==> src/rtl/sync_fifo_param.sv <==
// Parametrised single-clock FIFO: arbitrary depth, programmable almost thresholds,
// registered or first-word-fall-through read, synchronous flush, write-while-full on pop.
module sync_fifo_param #(
  parameter int FIFO_WIDTH = 16,
  parameter int FIFO_DEPTH = 8,
  parameter int AF_THRESH  = FIFO_DEPTH - 1,
  parameter int AE_THRESH  = 1,
  parameter int FWFT       = 0
) (
  input  logic                               clk,
  input  logic                               rst,
  input  logic                               flush,
  input  logic                               wr_en,
  input  logic [FIFO_WIDTH-1:0]              data_in,
  input  logic                               rd_en,
  output logic [FIFO_WIDTH-1:0]              data_out,
  output logic                               valid,
  output logic                               wr_ack,
  output logic                               overflow,
  output logic                               underflow,
  output logic                               full,
  output logic                               empty,
  output logic                               almostfull,
  output logic                               almostempty,
  output logic [$clog2(FIFO_DEPTH+1)-1:0]    count
);
  localparam int CW = $clog2(FIFO_DEPTH + 1);
  localparam int PW = $clog2(FIFO_DEPTH);
  localparam logic [CW-1:0] DEPTH_C = CW'(FIFO_DEPTH);
  localparam logic [CW-1:0] AF_C    = CW'(AF_THRESH);
  localparam logic [CW-1:0] AE_C    = CW'(AE_THRESH);
  localparam logic [PW-1:0] LAST_P  = PW'(FIFO_DEPTH - 1);

  generate
    if (FIFO_WIDTH < 1 || FIFO_DEPTH < 2 || AF_THRESH < 1 || AF_THRESH > FIFO_DEPTH ||
        AE_THRESH < 0 || AE_THRESH > FIFO_DEPTH - 1 || (FWFT != 0 && FWFT != 1)) begin : g_bad_param
      $fatal(1, "sync_fifo_param: illegal parameter combination");
    end
  endgenerate

  logic [FIFO_WIDTH-1:0] r_mem [FIFO_DEPTH];
  logic [PW-1:0]         r_wr_ptr, r_rd_ptr;
  logic [CW-1:0]         r_count;
  logic                  r_wr_ack, r_overflow, r_underflow;
  logic                  w_rd_acc, w_wr_acc;

  // A pop in the same cycle frees the slot a full-FIFO write needs.
  assign w_rd_acc = rd_en && (r_count != '0);
  assign w_wr_acc = wr_en && ((r_count < DEPTH_C) || w_rd_acc);

  function automatic logic [PW-1:0] f_next(input logic [PW-1:0] p);
    return (p == LAST_P) ? '0 : p + PW'(1);
  endfunction

  always_ff @(posedge clk) begin
    if (rst) begin
      r_wr_ptr    <= '0;
      r_rd_ptr    <= '0;
      r_count     <= '0;
      r_wr_ack    <= 1'b0;
      r_overflow  <= 1'b0;
      r_underflow <= 1'b0;
    end else if (flush) begin
      r_wr_ptr    <= '0;
      r_rd_ptr    <= '0;
      r_count     <= '0;
      r_wr_ack    <= 1'b0;
      r_overflow  <= 1'b0;
      r_underflow <= 1'b0;
    end else begin
      if (w_wr_acc) r_wr_ptr <= f_next(r_wr_ptr);
      if (w_rd_acc) r_rd_ptr <= f_next(r_rd_ptr);
      case ({w_wr_acc, w_rd_acc})
        2'b10:   r_count <= r_count + CW'(1);
        2'b01:   r_count <= r_count - CW'(1);
        default: r_count <= r_count;
      endcase
      r_wr_ack    <= w_wr_acc;
      r_overflow  <= wr_en && !w_wr_acc;
      r_underflow <= rd_en && !w_rd_acc;
    end
  end

  // Storage is deliberately not reset; flush and reset only move the pointers.
  always_ff @(posedge clk) begin
    if (!rst && !flush && w_wr_acc) r_mem[r_wr_ptr] <= data_in;
  end

  generate
    if (FWFT == 0) begin : g_reg_read
      logic [FIFO_WIDTH-1:0] r_data_out;
      logic                  r_valid;
      always_ff @(posedge clk) begin
        if (rst) begin
          r_data_out <= '0;
          r_valid    <= 1'b0;
        end else if (flush) begin
          r_valid    <= 1'b0;
        end else begin
          r_valid <= w_rd_acc;
          if (w_rd_acc) r_data_out <= r_mem[r_rd_ptr];
        end
      end
      assign data_out = r_data_out;
      assign valid    = r_valid;
    end else begin : g_fwft_read
      assign data_out = r_mem[r_rd_ptr];
      assign valid    = (r_count != '0);
    end
  endgenerate

  assign wr_ack      = r_wr_ack;
  assign overflow    = r_overflow;
  assign underflow   = r_underflow;
  assign count       = r_count;
  assign full        = (r_count == DEPTH_C);
  assign empty       = (r_count == '0);
  assign almostfull  = (r_count >= AF_C);
  assign almostempty = (r_count <= AE_C);
endmodule
==> config.mk <==
export PLATFORM = sky130hd
export DESIGN_NAME = sync_fifo_param
export DESIGN_NICKNAME = d
export VERILOG_FILES = /design/src/rtl/sync_fifo_param.sv
export SDC_FILE = /design/constraint.sdc
export NUM_CORES = 1
export LEC_CHECK = 0
export CAP_MARGIN = 20
export CORE_MARGIN = 2
export CORE_UTILIZATION = 50
export DETAILED_ROUTE_END_ITERATION = 10
export GPL_ROUTABILITY_DRIVEN = 1
export PLACE_DENSITY_LB_ADDON = 0.3
export SLEW_MARGIN = 20
export SYNTH_ARGS = -nofsm -noshare
export SYNTH_HDL_FRONTEND = slang
export SYNTH_SLANG_ARGS = --single-unit
==> constraint.sdc <==
create_clock -name clk -period 3.4 [get_ports clk]
set_input_delay 1.02 -clock clk [delete_from_list [all_inputs] [get_ports clk]]
set_output_delay 1.02 -clock clk [all_outputs]
set_load 0.005 [all_outputs]
# Word level (Yosys, flattened, before mapping)
# Memories as Yosys holds them, arrays and structs flattened. A register that Yosys moved wholly into a read port is not among the register bits.
# Cells that the tools add are included.
[totals] ff_bits=14 n_memories=1 elab_cells=42 input_bits=21 ram_bits=128
[op_classes] n_reduce_logical=16 bitwise_logic=1 magnitude_cmp=3 n_mux=5 n_addsub=4 n_eq_ne=5
[memory_table] memory="r_mem" words=8 word_bits=16 rd=1 rd_ports_with_merged_regs=1 write_ports=1 line="41" rtl="logic [FIFO_WIDTH-1:0] r_mem [FIFO_DEPTH];"
[op_table] operator="4-bit case mux with 2 select lines" count=1
[op_table] operator="3-bit by 1-bit adder with 3-bit output, second input constant" count=2
[op_table] operator="3-bit == test, second input constant" count=2
[op_table] operator="1-bit logical AND" count=6
[op_table] operator="3-bit two-way mux" count=2
[op_table] operator="4-bit by 1-bit adder with 4-bit output, second input constant" count=1
[op_table] operator="4-bit == test, second input constant" count=1
[op_table] operator="4-bit by 3-bit greater-or-equal comparator with 1-bit output, second input constant" count=1
[op_table] operator="4-bit by 1-bit <= comparator with 1-bit output, second input constant" count=1
[op_table] operator="1-bit zero test" count=4
[op_table] operator="4-bit zero test" count=1
[op_table] operator="4-bit less-than comparator, second input constant" count=1
[op_table] operator="4-bit nonzero test" count=1
[op_table] operator="4-bit by 1-bit subtractor with 4-bit output, second input constant" count=1
[op_table] operator="2-bit by 1-bit == test with 1-bit output, second input constant" count=1
[op_table] operator="2-bit == test, second input constant" count=1
[op_table] operator="1-bit two-way mux" count=2
[op_table] operator="2-bit AND reduction" count=1
[op_table] operator="2-bit nonzero test" count=1
[op_table] operator="2-bit OR reduction" count=1
[op_table] operator="1-bit logical OR" count=1
[op_table] operator="1-bit NOT" count=1

# Longest topological paths before layout
# Gate-level depths: netlist (run 1).
[logic_depth] word_depth=7 mapped_depth=10 mapped_depth_nobuf=10

# Worst setup path before layout (run 1)
# No wires, ideal clock.
[synth_timing] path_kind="in2reg" startpoint="input port rd_en" endpoint="memory r_mem[0][0] (enable)" t_required_ns=2.991 n_path_buf=0 t_arrival_ns=2.604 path_stages=4 setup_slack_ns=0.387 setup_ns=0.409 path_cell_list="nand2b_1 -> and3_1 -> nand2b_1 -> nor3_1"
[synth_between] elab_chain_len=6
[synth_rtl] item="from (decl)" line="15" rtl="input logic rd_en,"
[synth_rtl] item="1-bit logical AND" line="48" rtl="assign w_rd_acc = rd_en && (r_count != '0);"
[synth_rtl] item="1-bit logical OR" line="49" rtl="assign w_wr_acc = wr_en && ((r_count < DEPTH_C) || w_rd_acc);"
[synth_rtl] item="1-bit logical AND" line="49"
[synth_rtl] item="1-bit logical AND" line="86" rtl="if (!rst && !flush && w_wr_acc) r_mem[r_wr_ptr] <= data_in;"
[synth_rtl] item="1-bit two-way mux" line="86"
[synth_rtl] item="1-bit two-way mux (implied by the code)" line="86"
[synth_rtl] item="to (decl)" line="41"
# Every way passes these cells.

# Final worst setup path (run 1)
[layout_timing] startpoint="register r_count[1], in the netlist count[1]" endpoint="output port empty"
[layout_between] elab_chain_len=1
[layout_rtl] item="from (decl)" line="43" rtl="logic [CW-1:0] r_count;"
[layout_rtl] item="from (signal assigned)" line="74" rtl="2'b10: r_count <= r_count + CW'(1);"
[layout_rtl] item="from (signal assigned)" line="75" rtl="2'b01: r_count <= r_count - CW'(1);"
[layout_rtl] item="from (signal assigned)" line="76" rtl="default: r_count <= r_count;"
[layout_rtl] item="4-bit zero test" line="117" rtl="assign empty = (r_count == '0);"
[layout_rtl] item="to (decl)" line="22" rtl="output logic empty,"
# Every way passes these cells.

==> impl_metrics.ini, run 1 <==
[critical_path]
ff2ff_path_depth = 10
regToRegStartpoint = count[0]
crit_arrival_ns = 1.89
reg2reg_to = count[3]
cp_max_fo = 5
crit_start = count[1]
end_kind = primary output
required_ns = 2.38
critPathKind = reg2out
crit_path_start_kind = flop
r2r_slack_ns = 0.78
crit_end = empty

[power]
powerDensity_nw_per_um2 = 578
power.total_mw = 4.33
p_leak_nw = 2.54
ir_worst_vdd_mv = 0.340

[synth]
synth_compound_area_frac = 0.0340
async_flop_share = 0
synth-edff-count = 128
avgSynthCellArea_um2 = 20.0
synth_ff_type = edfxtp_1
ys_top_cells_by_area = edfxtp_1 (62%), mux4_1 (11%), dfxtp_1 (9.8%)
yosys_warnings = 0
synth_cells = 308
syn_area_um2 = 6150
ys_types = 39
synth-seq-cells = 158
synth_area_leader_cell = edfxtp_1
synthAdderAreaFrac = 0.0163
muxShareOfSynthArea = 0.164
synth_top_family_by_area = multiplexers
yosysMostFrequentCell = edfxtp_1
synth_top_area_share = 0.625
synth_xor_area_frac = 0.00427
synth-simple-area-share = 0.0384
ys_seq_area_frac = 0.722
synth_fp_nets = 337
synth_common_cells = edfxtp_1 (128), dfxtp_1 (30), mux4_1 (26)

[layout]
final_util = 0.623
post-route-cell-area_um2 = 7490
regArea_um2 = 4450
multi_input_area_um2 = 1590
fin_nets = 408
insertedDiodeCount = 0
drive_above_1_share = 0.202
fillers = 838
synthToLayoutAreaGrowth_pct = 21.7

[floorplanning]
ios = 49
die-area_um2 = 13200
placementRows = 40
start_util = 0.512
die_x_um = 115
die_h_um = 115
core_area_um2 = 12000

[clocking]
cts_root_buffer = clkbuf_16
cts_buffer_depth = 2
clkTransAtPathRegs_ns = 0.06
htree_levels = 4
postCtsHoldBufs = 0
post-cts-setup-buffers = 0
cts_sinks = 158
cts_resized = 0
cts_tree = built
cts_buffers = 17
clock_latency_ns = 0.42

[sta]
slew_headroom = 0.299
worstMarginPinSlew_ns = 1.05
tns_ns = 0
fmax_mhz = 343
slew_violations = 0
fin_skew_ns = 0.00854
hold_slack_ns = 0.481
finalCritPeriodShare = 0.857
finalSetupViolations = 0
period_needed_ns = 2.91
finalHoldViolations = 0
rsz0062_at_grt = false

[run_status]
status = finished, final reports clean

[routing]
post-route-drc-count = 0
ant_nets = 0
finalWirelength_mm = 11.5
vias = 3077
wl_per_cell_um = 21.3
drt_pass1_iterations = 4
drtIter0Drc = 147
via_per_inst = 5.71

[placement]
dpl_cell_area_um2 = 6840
io_buffers = 48
gp_congestion = 0.796
place_hpwl_mm = 6.70

[hold_path]
hp-class = reg2reg
hold_depth = 1

[global_route]
grt_antenna_before_repair = 0
grt_max_degree = 35
grt_overflow_total = 0
groute.usage.overall = 0.185
grt_pass1_vias = 3081
grt_pass1_wl_mm = 17.4

[flow_run]
maxCapViolations = 0
cell usage in the layout (no fill, tap or decap), types with 2 or more instances in the layout:
master and n:
a22o_1 16, clkinv_4 2, nand2b_1 4, or3_1 3, nor2_1 12, and3_1 2
mux4_2 6, bufinv_16 5, nor3_2 2, mux4_1 26, inv_1 3, clkdlybuf4s50_1 48
clkinv_2 2, ha_1 8, clkbuf_16 17, a21oi_1 8, dfxtp_1 29, nand3_1 2
nand2_1 11, xor2_1 2, mux2_2 16, edfxtp_1 128, clkinvlp_4 2, buf_4 17
inv_6 2
sequential cells by signal, indices dropped and copies added, names as in the netlist:
signal     cells
wr_ack         1
valid          1
count          4
data_out      16
r_wr_ptr       3
underflow      1
r_rd_ptr       3
overflow       1
r_mem        128
worst min path at each step:
stage / slack, ns / from / end
6_report: 0.48 / data_out[12] / data_out[12]
5_1_grt: 0.50 / data_out[15] / data_out[15]
4_1_cts: 0.48 / data_out[11] / data_out[11]
3_5_place_dp: 0.47 / data_out[15] / data_out[15]
3_3_place_gp: 0.46 / data_out[8] / data_out[8]
2_1_floorplan: 0.47 / r_wr_ptr[0] / r_wr_ptr[0]
where the power goes:
group	internal, mW	total [mW]	leakage [nW]	switching (mW)
logic	0.0898	0.168	0.831	0.0783
clock network	1.30	2.04	0.308	0.738
registers	2.11	2.12	1.40	0.0120
layer usage:
metal / GRT usage / vias to the layer above / share of wire
li1: - / 1401 / -
met1: 0.227 / 1581 / 0.42
met2: 0.315 / 74 / 0.52
met3: 0.0443 / 21 / 0.033
met4: 0.0811 / 0 / 0.025
met5: 0 / - / 0
kinds of logic (layout without fill, tap and decap cells):
group / count (synthesis) / in the layout
compound gates: 28 / 28
xor+xnor: 3 / 3
fa+ha+maj: 8 / 8
buf+inv: 17 / 101
flops: 158 / 158
mux: 49 / 49
simple gates: 45 / 45
critical path, stage by stage, from the launching register on:
cell and delay [ns]:
dfxtp_1 0.35, inv_1 0.11, ha_1 0.22, nor3b_2 0.26, clkdlybuf4s50_1 0.54
through the flow:
stage / instances / worst slack, ns
2_1_floorplan: 308 / 0.387
3_3_place_gp: 507 / 0.208
3_5_place_dp: 507 / 0.182
4_1_cts: 539 / 0.492
5_1_grt: 539 / 0.397
6_report: 539 / 0.486
layout make-up:
class | count | area share
flip-flops and latches | 158 | 0.594
multi-input cells | 133 | 0.212
repair buffers | 65 | 0.0812
clock buffers | 18 | 0.0573
clock inverters | 14 | 0.0286
well taps | 147 | 0.0246
inverters | 4 | 0.00201
(Power assumes the default switching activity.)
==> run 2, diff against run 1 <==
==> constraint.sdc (replaced) <==
create_clock -name clk -period 3.4 [get_ports clk]
set_input_delay 0.68 -clock clk [delete_from_list [all_inputs] [get_ports clk]]
set_output_delay 0.68 -clock clk [all_outputs]
set_load 0.005 [all_outputs]
==> impl_metrics.ini, run 2 (synthesized netlist as in run 1, its figures left out) <==
[placement]
place_hpwl_mm = 6.94
dp.cells = 506
io_buffers = 48
gp_congestion = 0.773
dpl_cell_area_um2 = 6850

[routing]
routed-wl-met3_um = 405
drtIter0Drc = 211
ant_nets = 0
vias = 3087
wl_met2_mm = 5.76
via_per_inst = 5.74
wl_met1_mm = 4.76
drt_pass1_iterations = 4
top_layer_used = met4
finalWirelength_mm = 11.2
post-route-drc-count = 0
wl_per_cell_um = 20.8

[critical_path]
crit_arrival_ns = 2.90
reg2reg_to = count[3]
regToRegStartpoint = count[0]
end_kind = flop
r2r_slack_ns = 0.81
critPathKind = reg2reg
cp_max_fo = 7
ff2ff_path_depth = 10
required_ns = 3.70
crit_path_start_kind = flop

[sta]
finalSetupViolations = 0
fmax_mhz = 386
tns_ns = 0
fin_skew_ns = 0.00451
hold_slack_ns = 0.476
slew_violations = 0
worstMarginPinSlew_ns = 0.999
rsz0062_at_grt = false
slew_headroom = 0.333
finalHoldViolations = 0
period_needed_ns = 2.59
finalCritPeriodShare = 0.763

[global_route]
grt_pass1_vias = 3206
grt_max_degree = 23
grt_pass1_wl_mm = 17.3
groute.usage.overall = 0.183
grt_overflow_total = 0
grt_antenna_before_repair = 0

[power]
p_seq_frac = 0.493
sw_frac_of_total = 0.184
ir_worst_vdd_mv = 0.401
p_int_mw = 3.51
p_leak_nw = 2.53
clkPwrFrac = 0.468
combPwrFrac = 0.039
power_switching_mw = 0.792
powerDensity_nw_per_um2 = 574
power.total_mw = 4.30

[clocking]
cts_buffer_depth = 2
htree_levels = 4
postCtsHoldBufs = 0
cts_sinks = 158
cts_buffers = 17
post-cts-setup-buffers = 0
clock_latency_ns = 0.41
cts_root_buffer = clkbuf_16
cts_tree = built
cts_resized = 0
clkTransAtPathRegs_ns = 0.06

[flow_run]
maxCapViolations = 0

[hold_path]
hp-class = reg2reg
hold_depth = 1
holdCritStartpoint = data_out[11]
hold_path_end = data_out[11]

[layout]
largest_reg_flops = 128
final_cell_mix = edfxtp_1 (128), clkdlybuf4s50_1 (48), dfxtp_1 (29)
fin_cells = 538
synthToLayoutAreaGrowth_pct = 21.6
drive_above_1_share = 0.194
fin_nets = 407
largest_register = r_mem
final_common_cell = edfxtp_1
insertedDiodeCount = 0
post-route-cell-area_um2 = 7480

[floorplanning]
ios = 49
core_area_um2 = 12000
die-area_um2 = 13200
die_x_um = 115
die_h_um = 115
start_util = 0.512
placementRows = 40

[run_status]
status = finished, final reports clean
[run 2: cell count changes in the layout (fill, tap and decap cells not counted), sizes merged]
cell	change
inv	-2
buf	-1
clkbuf	+1
clkinvlp	+1
[run 2: per-stage QoR]
step           setup WS (ns)  utilization
6_report               0.807        0.623
3_5_place_dp           0.525        0.570
4_1_cts                0.791        0.623
5_1_grt                0.596        0.623
2_1_floorplan          0.727            -
3_3_place_gp           0.556        0.570
[run 2: metal layers]
metal	track usage	vias up
met1	0.228	1601
met2	0.304	63
met5	0	-
met4	0.0771	0
li1	-	1406
met3	0.0532	17
[run 2: how the worst max path moves through the flow]
stage	start	slack, ns	cells after the start	endpoint
3_5_place_dp	rd_en	0.53	8	count[3]
6_report	count[0]	0.81	10	count[3]
4_1_cts	count[0]	0.79	10	count[3]
3_3_place_gp	rd_en	0.56	8	count[3]
5_1_grt	count[0]	0.60	10	count[3]
2_1_floorplan	rd_en	0.73	4	r_mem[0][0]
[run 2: power by group through the flow]
stage                     logic (mW)  clock network, mW  registers [mW]
after CTS                      0.168               2.05            2.12
after floorplan               0.0841                  0            2.16
after detailed placement       0.167                  0            2.16
after global routing           0.181               2.12            2.12
after global placement         0.163                  0            2.16
final                          0.166               2.01            2.12
[run 2: final cells by class]
class                      instances  area (µm²)
clock buffer                      19         443
tap                              147         184
sequential                       158        4450
clock inverter                    13         194
multi-input combinational        133        1590
inverter                           4        15.0
timing repair buffer              64         613
fill                             840        4530
[run 2: critical path, cell delays in order, from the launching register on]
cell and delay (ns):
dfxtp_1 0.45, inv_1 0.07, ha_1 0.24, nor3b_2 0.18, nand2b_2 0.25, inv_2 0.12, ha_1 0.23, or4b_2 0.60
a21oi_1 0.19, xnor2_1 0.13, nor2_1 0.05
